$ cat config.mk
export PLATFORM = sky130hd
export DESIGN_NAME = validador_pecas_flat
export DESIGN_NICKNAME = d
export VERILOG_FILES = /design/src/rtl/validador_pecas_if.sv /design/src/rtl/validador_pecas.sv /design/src/flat_wrapper.sv
export SDC_FILE = /design/constraint.sdc
export NUM_CORES = 1
export LEC_CHECK = 0
export ABC_AREA = 0
export CORE_ASPECT_RATIO = 0.8
export CORE_MARGIN = 10
export CORE_UTILIZATION = 40
export DETAILED_ROUTE_END_ITERATION = 12
export HOLD_SLACK_MARGIN = 0.1
export PLACE_DENSITY = 0.68
export SKIP_LAST_GASP = 1
export SLEW_MARGIN = 10
export SYNTH_ARGS = -nofsm -noshare
export SYNTH_HDL_FRONTEND = slang
export SYNTH_SLANG_ARGS = --single-unit
$ cat constraint.sdc
create_clock -name clk -period 5.6 [get_ports clk]
set_input_delay 1.12 -clock clk [delete_from_list [all_inputs] [get_ports clk]]
set_output_delay 1.12 -clock clk [all_outputs]
set_load 0.03 [all_outputs]
$ cat src/rtl/validador_pecas_if.sv
// Bus between the piece validator and its controller: check/commit/clear
// requests, status strobes, board read port and per-board cell counters.
interface validador_pecas_if;
  logic       valida;
  logic       grava;
  logic       limpa;
  logic       jogador;
  logic [2:0] tipo;
  logic [3:0] X1;
  logic [3:0] Y1;
  logic       direcao;
  logic       conflito;
  logic       pronto;
  logic       ocupado;
  logic       gravado;
  logic       rd_jogador;
  logic [3:0] rd_x;
  logic [3:0] rd_y;
  logic       rd_cel;
  logic [6:0] celulas0;
  logic [6:0] celulas1;

  modport master (
    output valida, grava, limpa, jogador, tipo, X1, Y1, direcao,
    output rd_jogador, rd_x, rd_y,
    input  conflito, pronto, ocupado, gravado, rd_cel, celulas0, celulas1
  );

  modport slave (
    input  valida, grava, limpa, jogador, tipo, X1, Y1, direcao,
    input  rd_jogador, rd_x, rd_y,
    output conflito, pronto, ocupado, gravado, rd_cel, celulas0, celulas1
  );
endinterface

$ cat src/rtl/validador_pecas.sv
// Battleship piece validator: checks a piece against a 10x10 board one cell
// per cycle, commits validated pieces and clears boards, for two players.
module validador_pecas (
  input  logic              clk,
  input  logic              reset,
  validador_pecas_if.slave  bus
);

  typedef enum logic [2:0] {IDLE, CHECK, RESULT, COMMIT, CLEAR} state_t;

  state_t      state_q;
  logic [99:0] board_q    [2];
  logic [6:0]  celulas_q  [2];
  logic        jog_q;
  logic [2:0]  tipo_q;
  logic [3:0]  x_q;
  logic [3:0]  y_q;
  logic        dir_q;
  logic [2:0]  k_q;
  logic        apto_q;
  logic        conflito_q;
  logic        pronto_q;
  logic        gravado_q;
  logic        valida_prev_q;

  logic [2:0]  len_d;
  logic [4:0]  a_d, b_d, cx_d, cy_d;
  logic [6:0]  idx_d;
  logic        in_range_d, cell_conf_d, last_d, valida_edge_d;
  logic [6:0]  rd_idx_d;

  // Cell k of the latched piece; a runs along direcao, b across it.
  always_comb begin
    len_d = 3'd0;
    case (tipo_q)
      3'd0:    len_d = 3'd1;
      3'd1:    len_d = 3'd2;
      3'd2:    len_d = 3'd3;
      3'd3:    len_d = 3'd4;
      3'd4:    len_d = 3'd5;
      default: len_d = 3'd0;
    endcase
    a_d         = {2'b00, k_q};
    b_d         = (tipo_q == 3'd2 && k_q == 3'd1) ? 5'd1 : 5'd0;
    cx_d        = {1'b0, x_q} + (dir_q ? b_d : a_d);
    cy_d        = {1'b0, y_q} + (dir_q ? a_d : b_d);
    in_range_d  = (cx_d <= 5'd9) && (cy_d <= 5'd9);
    idx_d       = 7'(cy_d) * 7'd10 + 7'(cx_d);
    // Undefined piece types have no cells and are rejected outright.
    cell_conf_d = (len_d == 3'd0) || !in_range_d ||
                  (in_range_d ? board_q[jog_q][idx_d] : 1'b0);
    last_d        = (k_q == len_d - 3'd1);
    valida_edge_d = bus.valida && !valida_prev_q;
    rd_idx_d      = 7'(bus.rd_y) * 7'd10 + 7'(bus.rd_x);
  end

  always_ff @(posedge clk or negedge reset) begin
    if (!reset) begin
      state_q       <= IDLE;
      board_q[0]    <= '0;
      board_q[1]    <= '0;
      celulas_q[0]  <= '0;
      celulas_q[1]  <= '0;
      jog_q         <= 1'b0;
      tipo_q        <= 3'd0;
      x_q           <= 4'd0;
      y_q           <= 4'd0;
      dir_q         <= 1'b0;
      k_q           <= 3'd0;
      apto_q        <= 1'b0;
      conflito_q    <= 1'b0;
      pronto_q      <= 1'b0;
      gravado_q     <= 1'b0;
      valida_prev_q <= 1'b0;
    end else begin
      valida_prev_q <= bus.valida;
      pronto_q      <= 1'b0;
      gravado_q     <= 1'b0;
      case (state_q)
        IDLE: begin
          if (bus.limpa) begin
            jog_q   <= bus.jogador;
            state_q <= CLEAR;
          end else if (bus.grava && apto_q) begin
            k_q     <= 3'd0;
            state_q <= COMMIT;
          end else if (valida_edge_d) begin
            jog_q   <= bus.jogador;
            tipo_q  <= bus.tipo;
            x_q     <= bus.X1;
            y_q     <= bus.Y1;
            dir_q   <= bus.direcao;
            k_q     <= 3'd0;
            apto_q  <= 1'b0;
            state_q <= CHECK;
          end
        end
        CHECK: begin
          if (cell_conf_d) begin
            conflito_q <= 1'b1;
            pronto_q   <= 1'b1;
            state_q    <= RESULT;
          end else if (last_d) begin
            conflito_q <= 1'b0;
            apto_q     <= 1'b1;
            pronto_q   <= 1'b1;
            state_q    <= RESULT;
          end else begin
            k_q <= k_q + 3'd1;
          end
        end
        RESULT: state_q <= IDLE;
        COMMIT: begin
          board_q[jog_q][idx_d] <= 1'b1;
          if (last_d) begin
            gravado_q        <= 1'b1;
            apto_q           <= 1'b0;
            celulas_q[jog_q] <= celulas_q[jog_q] + {4'b0000, len_d};
            state_q          <= IDLE;
          end else begin
            k_q <= k_q + 3'd1;
          end
        end
        CLEAR: begin
          board_q[jog_q]   <= '0;
          celulas_q[jog_q] <= '0;
          apto_q           <= 1'b0;
          state_q          <= IDLE;
        end
        default: state_q <= IDLE;
      endcase
    end
  end

  assign bus.conflito = conflito_q;
  assign bus.pronto   = pronto_q;
  assign bus.gravado  = gravado_q;
  assign bus.ocupado  = (state_q != IDLE);
  assign bus.celulas0 = celulas_q[0];
  assign bus.celulas1 = celulas_q[1];
  assign bus.rd_cel   = (bus.rd_x <= 4'd9 && bus.rd_y <= 4'd9) ?
                        board_q[bus.rd_jogador][rd_idx_d] : 1'b0;

endmodule

$ cat src/flat_wrapper.sv
// flat-port wrapper written by rule: the top's interface ports become plain ports
module validador_pecas_flat 
  (clk, reset, bus_valida, bus_grava, bus_limpa, bus_jogador, bus_tipo, bus_X1, bus_Y1, bus_direcao, bus_rd_jogador, bus_rd_x, bus_rd_y, bus_conflito, bus_pronto, bus_ocupado, bus_gravado, bus_rd_cel, bus_celulas0, bus_celulas1);
  validador_pecas_if bus_i ();
  input  logic clk;
  input  logic reset;
  input wire logic [$bits(bus_i.valida)-1:0] bus_valida;
  input wire logic [$bits(bus_i.grava)-1:0] bus_grava;
  input wire logic [$bits(bus_i.limpa)-1:0] bus_limpa;
  input wire logic [$bits(bus_i.jogador)-1:0] bus_jogador;
  input wire logic [$bits(bus_i.tipo)-1:0] bus_tipo;
  input wire logic [$bits(bus_i.X1)-1:0] bus_X1;
  input wire logic [$bits(bus_i.Y1)-1:0] bus_Y1;
  input wire logic [$bits(bus_i.direcao)-1:0] bus_direcao;
  input wire logic [$bits(bus_i.rd_jogador)-1:0] bus_rd_jogador;
  input wire logic [$bits(bus_i.rd_x)-1:0] bus_rd_x;
  input wire logic [$bits(bus_i.rd_y)-1:0] bus_rd_y;
  output wire logic [$bits(bus_i.conflito)-1:0] bus_conflito;
  output wire logic [$bits(bus_i.pronto)-1:0] bus_pronto;
  output wire logic [$bits(bus_i.ocupado)-1:0] bus_ocupado;
  output wire logic [$bits(bus_i.gravado)-1:0] bus_gravado;
  output wire logic [$bits(bus_i.rd_cel)-1:0] bus_rd_cel;
  output wire logic [$bits(bus_i.celulas0)-1:0] bus_celulas0;
  output wire logic [$bits(bus_i.celulas1)-1:0] bus_celulas1;
  assign bus_i.valida = bus_valida;
  assign bus_i.grava = bus_grava;
  assign bus_i.limpa = bus_limpa;
  assign bus_i.jogador = bus_jogador;
  assign bus_i.tipo = bus_tipo;
  assign bus_i.X1 = bus_X1;
  assign bus_i.Y1 = bus_Y1;
  assign bus_i.direcao = bus_direcao;
  assign bus_i.rd_jogador = bus_rd_jogador;
  assign bus_i.rd_x = bus_rd_x;
  assign bus_i.rd_y = bus_rd_y;
  assign bus_conflito = bus_i.conflito;
  assign bus_pronto = bus_i.pronto;
  assign bus_ocupado = bus_i.ocupado;
  assign bus_gravado = bus_i.gravado;
  assign bus_rd_cel = bus_i.rd_cel;
  assign bus_celulas0 = bus_i.celulas0;
  assign bus_celulas1 = bus_i.celulas1;
  validador_pecas u_core (.clk(clk), .reset(reset), .bus(bus_i));
endmodule
# [Yosys cells after proc, flatten, opt, wreduce, memory -nomap -nowiden]
# Cells that the tools add are included.
[totals] register_bits=238 latchBits=0 mem_bits_rw=0 mem_bits_ro=0 output_inout_bits=19 wordCells=149 n_memories=0
[classes] add_sub_neg=7 mul=2 n_div=0 order_cmp=10 eq_ne=19 shifts=0 n_mux=59 bitwise=9 reduce_logical=27
[op_table] op="100-bit two-way mux" count=8
[op_table] op="200-bit case mux with 2 select lines" count=1
[op_table] op="200-bit AND" count=1
[op_table] op="100-bit demux with 1-bit select" count=2
[op_table] op="200-bit NOT" count=1
[op_table] op="200-bit OR" count=1
[op_table] op="3-bit two-way mux" count=11
[op_table] op="7-bit two-way mux" count=4
[op_table] op="14-bit case mux with 2 select lines" count=1
[op_table] op="1-bit two-way mux" count=20
[op_table] op="3-bit case mux with 3 select lines" count=2
[op_table] op="7-bit by 8-bit < comparator with 1-bit output, second input constant" count=2
[op_table] op="3-bit case mux with 5 select lines" count=1
[op_table] op="14-bit AND" count=1
[op_table] op="1-bit binary-select mux with 7-bit select" count=2
[op_table] op="14-bit bitwise mux" count=1
[op_table] op="14-bit two-way mux" count=1
[op_table] op="14-bit NOT" count=1
[op_table] op="4-bit by 5-bit adder with 5-bit output" count=2
[op_table] op="5-bit by 4-bit <= comparator with 1-bit output, second input constant" count=2
[op_table] op="5-bit two-way mux" count=2
[op_table] op="3-bit by 1-bit == test with 1-bit output, second input constant" count=3
[op_table] op="3-bit by 2-bit == test with 1-bit output, second input constant" count=3
[op_table] op="3-bit logical NOT" count=3
[op_table] op="32 further kinds" count=57

# [Longest topological paths before layout]
# Gate-level depths: netlist of run 1.
[depth] ltp_word=15 mapped_depth=21

# [Least setup slack after synthesis of run 1]
# OpenSTA, ideal clock, no wires.
[synth_timing] path_kind="input to output" start="in bus_rd_y[0]" end="out bus_rd_cel" arrival_ns=3.816 required_time_ns=4.480 setup_slack_ns=0.664 stages=8 path_cell_list="ha_1 -> fa_1 -> buf_1 -> mux4_2 -> mux4_2 -> nor2b_1 -> a211oi_1 -> a211oi_1"
[synth_via] elab_chain_cells=5
[synth_lines] item="from (decl)" line="flat_wrapper.sv:17" rtl="input wire logic [$bits(bus_i.rd_y)-1:0] bus_rd_y;"
[synth_lines] item="4-bit by 3-bit multiplier with 6-bit output" line="validador_pecas.sv:54" rtl="rd_idx_d = 7'(bus.rd_y) * 7'd10 + 7'(bus.rd_x);"
[synth_lines] item="7-bit by 4-bit adder with 7-bit output" line="validador_pecas.sv:54"
[synth_lines] item="1-bit binary-select mux with 7-bit select" line="validador_pecas.sv:142" rtl="board_q[bus.rd_jogador][rd_idx_d] : 1'b0;"
[synth_lines] item="1-bit two-way mux (not written as such)" line="validador_pecas.sv:142"
[synth_lines] item="1-bit two-way mux *" line="validador_pecas.sv:141" rtl="assign bus.rd_cel = (bus.rd_x <= 4'd9 && bus.rd_y <= 4'd9) ?"
[synth_lines] item="to (decl)" line="flat_wrapper.sv:22" rtl="output wire logic [$bits(bus_i.rd_cel)-1:0] bus_rd_cel;"
# Every way passes the cells marked *; elsewhere a longest branch is shown, timed or not. The select of a mux whose other input is x is not followed.

# [Final worst setup path of run 1]
# Ends and elaborated chain as after synthesis.

==> out/qor.yml, run 1 <==
run_status:
  status: "finished clean"
detailed_routing:
  wl_um: 38900
  viasPerCell: 6.10
  num_vias: 10446
  drc_errors: 0
  dr.pass1.iters: 5
  drtIter0Drc: 1348
  drtAntennaViolNets: 0
  detail_route.wl_per_cell_um: 22.7
cts:
  clk_latency_ns: 0.55
  cts_tree: "yes"
  clock-sinks: 238
  cts_buffers: 28
  clk_pin_slew_ns: 0.06
  postCtsHoldBufs: 0
  clockBufferDepth: 3
  cts.root.buffer_cell: "clkbuf_16"
  htree_levels: 1
cells_and_area:
  final_nets: 1324
  finish.utilization_pct: 46.7
  diodes: 0
  final_layout_size_suffix_gt1_share_pct: 19.1
  area_growth_pct: 14.4
timing:
  layout_setup_ws_ns: 0.151
  fin_skew_ns: 0.0137
  final.setup.tns_ns: 0
  final_max_slew_viol_count: 0
  finalCritPeriodShare_pct: 97.3
  slew_headroom_pct: 30.5
  period_needed_ns: 5.45
  fmax_mhz: 184
  tightest_slew_ns: 1.04
  finalSetupViolations: 0
  rsz0062_at_grt: "false"
  hold_violations: 0
  whs_ns: 0.512
floorplanning:
  die_area_um2: 41100
  core-area_um2: 32700
  start_util_pct: 40.8
  ios: 46
  die_h_um: 183
  rows: 59
  die_w_um: 224
synth:
  yosysTopAreaCellShare_pct: 44.6
  yosys-top-cells-area: "dfrtp_1 45%, mux4_2 17%, a21oi_1 8.1%"
  synthDistinctLibCells: 69
  syn_nets: 1283
  synthTopCellsByCount: "249 x nor2_1, 238 x dfrtp_1, 217 x a21oi_1"
  synthFlopType: "dfrtp_1"
  ys_seq_elements: 238
  syn_area_um2: 13400
  yosysSeqAreaShare_pct: 44.6
  postSynth.asyncResetShare_pct: 100
  syn_area_per_cell_um2: 10.9
  synth_top_area_cell: "dfrtp_1"
  synth_edf_count: 0
  yosysWarnings: 0
  synthCells: 1223
  yosysMostFrequentCell: "nor2_1"
flow_run:
  max_cap_violations: 0
worst_setup_path:
  slowest_delay_ns: 0.73
  cp-start-kind: "input port"
  worstPathCellList: "clkdlybuf4s50_1 -> ha_1 -> fa_2 -> mux4_2 -> mux4_2 -> nor2b_1 -> a211oi_1 -> a211oi_1 -> buf_4"
  critPathRequiredTime_ns: 4.48
  crit_type: "in2out"
  r2r.worst_path.cells: 18
  endpoint_kind: "primary output"
  crit_arrival_ns: 4.33
  slowest_stage: "fa_2"
  cp_max_fo: 6
power_and_ir_drop:
  p_int_mw: 5.48
  p_per_area_nw_per_um2: 694
  ir_worst_vdd_v: 0.000497
  sw_frac_of_total_pct: 48.3
  seq_power_share_pct: 25.2
  switching_power_mw: 5.12
  report.power.total_mw: 10.6
  p_leak_nw: 6.90
  combPwrFrac_pct: 58.3
  clockPowerShare_pct: 16.6
global_routing:
  grt_pass1_vias: 10333
  antenna_found_initial: 1
  grt_pass1_wl_um: 61000
  grt_overflow: 0
  grt_max_degree: 111
  grt_usage_pct: 18.7
hold_path:
  hold_class: "reg2reg"
  min_path_cells: 2
place:
  io_buffers: 45
  preCtsSetupSlack_ns: -0.125
  gp_congestion: 0.904
  dp_hpwl_um: 25500
[flip-flops by register name, indices dropped and copies added (netlist names), 3 cells and up]
signal and cells:
u_core.board_q 200, u_core.bus.celulas0 7, u_core.bus.celulas1 7, u_core.x_q 4
u_core.y_q 4, u_core.k_q 3, u_core.state_q 3, u_core.tipo_q 3
[repair_timing]
| action | in CTS | in global routing |
|---|---|---|
| buffers inserted | 0 | 0 |
| gates resized for setup | 2 | 1 |
| endpoints found under the setup margin | 4 | 3 |
| pin swaps | 0 | 1 |
[metal layers]
metal | vias to the layer above | GRT usage [%] | routed length (um)
li1 | 4537 | - | -
met1 | 5283 | 25.3 | 16000
met2 | 540 | 28.7 | 17700
met3 | 84 | 4.70 | 3770
met4 | 2 | 6.65 | 1360
met5 | - | 0 | 13
[power by group through the flow]
stage | combinational, mW | clock [mW] | sequential (mW)
floorplan | 4.22 | 0 | 2.45
global placement | 5.92 | 0 | 2.65
detailed placement | 6.01 | 0 | 2.67
CTS | 6.07 | 1.79 | 2.65
global route | 6.63 | 1.85 | 2.73
finish | 6.18 | 1.76 | 2.67
[stage by stage]
step                      cell area, um^2  std cells
after global routing                15300       1712
after detailed placement            14400       1661
after floorplan                     13400       1223
after global placement              14400       1661
after CTS                           15300       1712
final                               15300       1712
[critical path, delay by kind of cell]
family	cells	cell delay [ns]
AO/OA/AOI/OAI	2	0.34
adder cells (fa/ha/maj)	2	0.98
multiplexers	2	1.09
buffers and inverters	2	0.63
AND/OR/NAND/NOR	1	0.16
[kinds of logic after synthesis]
kind of cell             Yosys count  synth area share (%)
AND/OR/NAND/NOR                  359                  11.5
AO/OA/AOI/OAI                    308                  13.1
multiplexers                     152                  21.6
buffers and inverters            111                  4.02
XOR/XNOR                          22                  1.70
adder cells (fa/ha/maj)           33                  3.49
flip-flops                       238                  44.6
[worst paths after layout]
check,from,to,slack [ns]
setup / recovery,bus_rd_y[0],bus_rd_cel,0.15
setup reg to reg,u_core.tipo_q[0],u_core.k_q[2],0.29
min in group asynchronous,reset,u_core.board_q[123],0.62
hold reg to reg,u_core.board_q[87],u_core.board_q[87],0.51
hold / removal,u_core.board_q[87],u_core.board_q[87],0.51
max in group asynchronous,reset,u_core.board_q[180],3.79
[placed cells by master (no fill, tap or decap), drive strengths merged, types with 4 or more instances in the layout]
cell	count
clkbuf	44
xnor2	13
fa	7
clkdlybuf4s50	41
dfrtp	238
buf	59
and2	5
nand3	10
mux2	28
clkinv	5
nor3	16
ha	26
nand2b	7
nor4	5
and3	6
nor2b	12
a21oi	219
nor2	249
o22ai	6
inv	21
nand2	35
a22oi	8
mux4	105
xor2	9
a22o	6
o21ai	26
a32o	4
a21o	7
a211oi	6
mux2i	19
[layout make-up]
| cell class | instances | area [um^2] |
|---|---|---|
| fill | 2964 | 17400 |
| tap | 427 | 534 |
| sequential | 238 | 5960 |
| clock buffer | 44 | 852 |
| multi-input combinational | 874 | 6930 |
| inverter | 22 | 82.6 |
| clock inverter | 7 | 42.5 |
| timing repair buffer | 100 | 883 |
Power figures use the tool's default switching activity.
==> run 2, diff against run 1 <==
- CORE_MARGIN: 10 -> default
- GPL_TIMING_DRIVEN: default -> 1
==> run 2 against run 1 <==
Compared with the run above:
- the flow now finishes with violations (design-rule violations)
- sequential share of layout area shrank 0.13 points
- final area grew 0.34%
- routed wire length shrank 1.7%
- sequential power shrank 1%
- maximum frequency shrank 0.27%
- clock power shrank 6%
- utilization grew 0.16 points
- sequential cell count is the same
- power grew 0.32%
- worst hold slack lost 0.0060 ns
==> out/qor.yml, run 2 (synthesis gave the netlist of run 1 again) <==
run_status:
  status: "complete, but fails checks"
  violations: "design-rule violations"
power_and_ir_drop:
  report.power.total_mw: 10.6
  ir_worst_vdd_v: 0.000516
  p_per_area_nw_per_um2: 694
  p_leak_nw: 6.96
detailed_routing:
  detail_route.wl_per_cell_um: 22.2
  drc_errors: 6
  dr.pass1.iters: 9
  num_vias: 10531
  drtIter0Drc: 1141
  viasPerCell: 6.10
  wl_um: 38200
  drtAntennaViolNets: 0
global_routing:
  grt_max_degree: 116
  grt_usage_pct: 22.9
  grt_pass1_vias: 10432
  antenna_found_initial: 1
  grt_overflow: 0
  grt_pass1_wl_um: 59800
cells_and_area:
  nFillCells: 2927
  layout_commonest_cell: "nor2_1"
  largest_reg_flops: 200
  area_growth_pct: 14.8
  final_layout_size_suffix_gt1_share_pct: 19.6
  final_cell_mix: "249 x nor2_1, 237 x dfrtp_1, 217 x a21oi_1"
  final_nets: 1344
  diodes: 0
  regMostFlops: "u_core.board_q"
  fin_cells: 1725
  finish.utilization_pct: 46.9
cts:
  cts_setup_buffers: 0
  htree_levels: 1
  clockBufferDepth: 3
  clk_latency_ns: 0.54
  postCtsHoldBufs: 0
  cts_tree: "yes"
  cts_buffers: 27
  clk_pin_slew_ns: 0.06
  clock-sinks: 238
  cts.root.buffer_cell: "clkbuf_16"
  post_cts_resized: 1
floorplanning:
  die_w_um: 206
  die_area_um2: 34100
  rows: 59
  die_h_um: 165
  start_util_pct: 40.8
  core-area_um2: 32700
  ios: 46
worst_setup_path:
  endpoint_kind: "primary output"
  critPathRequiredTime_ns: 4.48
  slowest_stage: "mux4_2"
  cp_max_fo: 6
  crit_arrival_ns: 4.34
  crit_type: "in2out"
  slowest_delay_ns: 0.53
  cp-start-kind: "input port"
  crit_family: "multiplexers"
  critPathBufInv: 3
  worstPathCellList: "clkdlybuf4s50_1 -> ha_1 -> fa_1 -> buf_4 -> mux4_2 -> mux4_2 -> nor2b_1 -> a211oi_1 -> a211oi_1 -> dlygate4sd2_1"
timing:
  rsz0062_at_grt: "false"
  fin_skew_ns: 0.0185
  final_max_slew_viol_count: 0
  hold_violations: 0
  slew_headroom_pct: 39.9
  period_needed_ns: 5.46
  finalCritPeriodShare_pct: 97.6
  fmax_mhz: 183
  tightest_slew_ns: 0.902
  finalSetupViolations: 0
place:
  dp_hpwl_um: 26000
  gp_congestion: 0.891
  io_buffers: 45
  placedCellCount: 1682
hold_path:
  hold_class: "reg2reg"
flow_run:
  max_cap_violations: 0
==> run 2: cell types whose count changed in the layout (fill, tap and decap cells not counted), moves of 2 or more <==
cell / before / now
nor2_1: 247 / 249
clkbuf_1: 8 / 10
clkbuf_16: 29 / 27
nor2_2: 2 / 0
clkinv_2: 4 / 2
nor3_2: 3 / 6
clkinvlp_4: 3 / 0
nor3_4: 3 / 0
clkbuf_8: 7 / 3
buf_4: 55 / 74
==> run 2: final cells by class <==
type                            count  area, um^2  area share, %
Multi-Input combinational cell    874        6910           45.1
Sequential cell                   238        5960           38.9
Timing Repair Buffer              121        1050           6.88
Clock buffer                       40         754           4.92
Tap cell                          427         534           3.48
Inverter                           22        82.6          0.539
Clock inverter                      3        40.0          0.261
==> run 2: worst reg2reg max path, stage by stage, from the launching register on <==
cell	delay, ns
dfrtp_1	0.46
nor4b_2	0.39
nand3_1	0.12
o21ai_0	0.13
ha_1	0.24
fa_1	0.49
ha_1	0.33
ha_1	0.19
inv_1	0.06
fa_1	0.49
nand3b_1	0.20
o22ai_1	0.21
xnor2_2	0.16
xnor2_1	0.30
nor4_1	0.12
a2111oi_1	0.47
a21oi_2	0.13
buf_4	0.16
and3b_1	0.17
a221o_1	0.25
==> run 2: power breakdown <==
part	total (mW)	leakage [nW]	switching, mW	internal (mW)
clock network	1.65	0.388	0.684	0.961
registers	2.63	3.28	0.453	2.18
logic	6.36	3.29	3.95	2.41
==> run 2: path summary, 6_finish.rpt <==
check / from / end / slack (ns) / depth (start not counted)
max: bus_rd_y[0] / bus_rd_cel / 0.14 / 10
min: u_core.bus.conflito / u_core.bus.conflito / 0.51 / 1
max reg2reg: u_core.tipo_q[2] / u_core.k_q[2] / 0.39 / 19
min reg2reg: u_core.bus.conflito / u_core.bus.conflito / 0.51 / 1
max in group asynchronous: reset / u_core.board_q[160] / 3.79 / 2
min in group asynchronous: reset / u_core.board_q[131] / 0.65 / 1
==> run 2: routing by layer <==
layer,vias up,wire [um],track usage (%)
met5,-,13,0
met4,2,1600,9.02
met3,110,3830,6.04
met2,574,17100,35.2
met1,5281,15700,30.9
li1,4564,-,-
==> run 2: metrics by stage <==
step	TNS, ns	cell area (um^2)	setup WS [ns]	hold slack (ns)
2_1_floorplan	0	13400	0.664	0.471
3_3_place_gp	-0.0802	14500	-0.0802	0.489
3_5_place_dp	-0.0980	14500	-0.0980	0.485
4_1_cts	0	15300	0.137	0.512
5_1_grt	0	15300	0.00956	0.524
6_report	0	15300	0.137	0.506
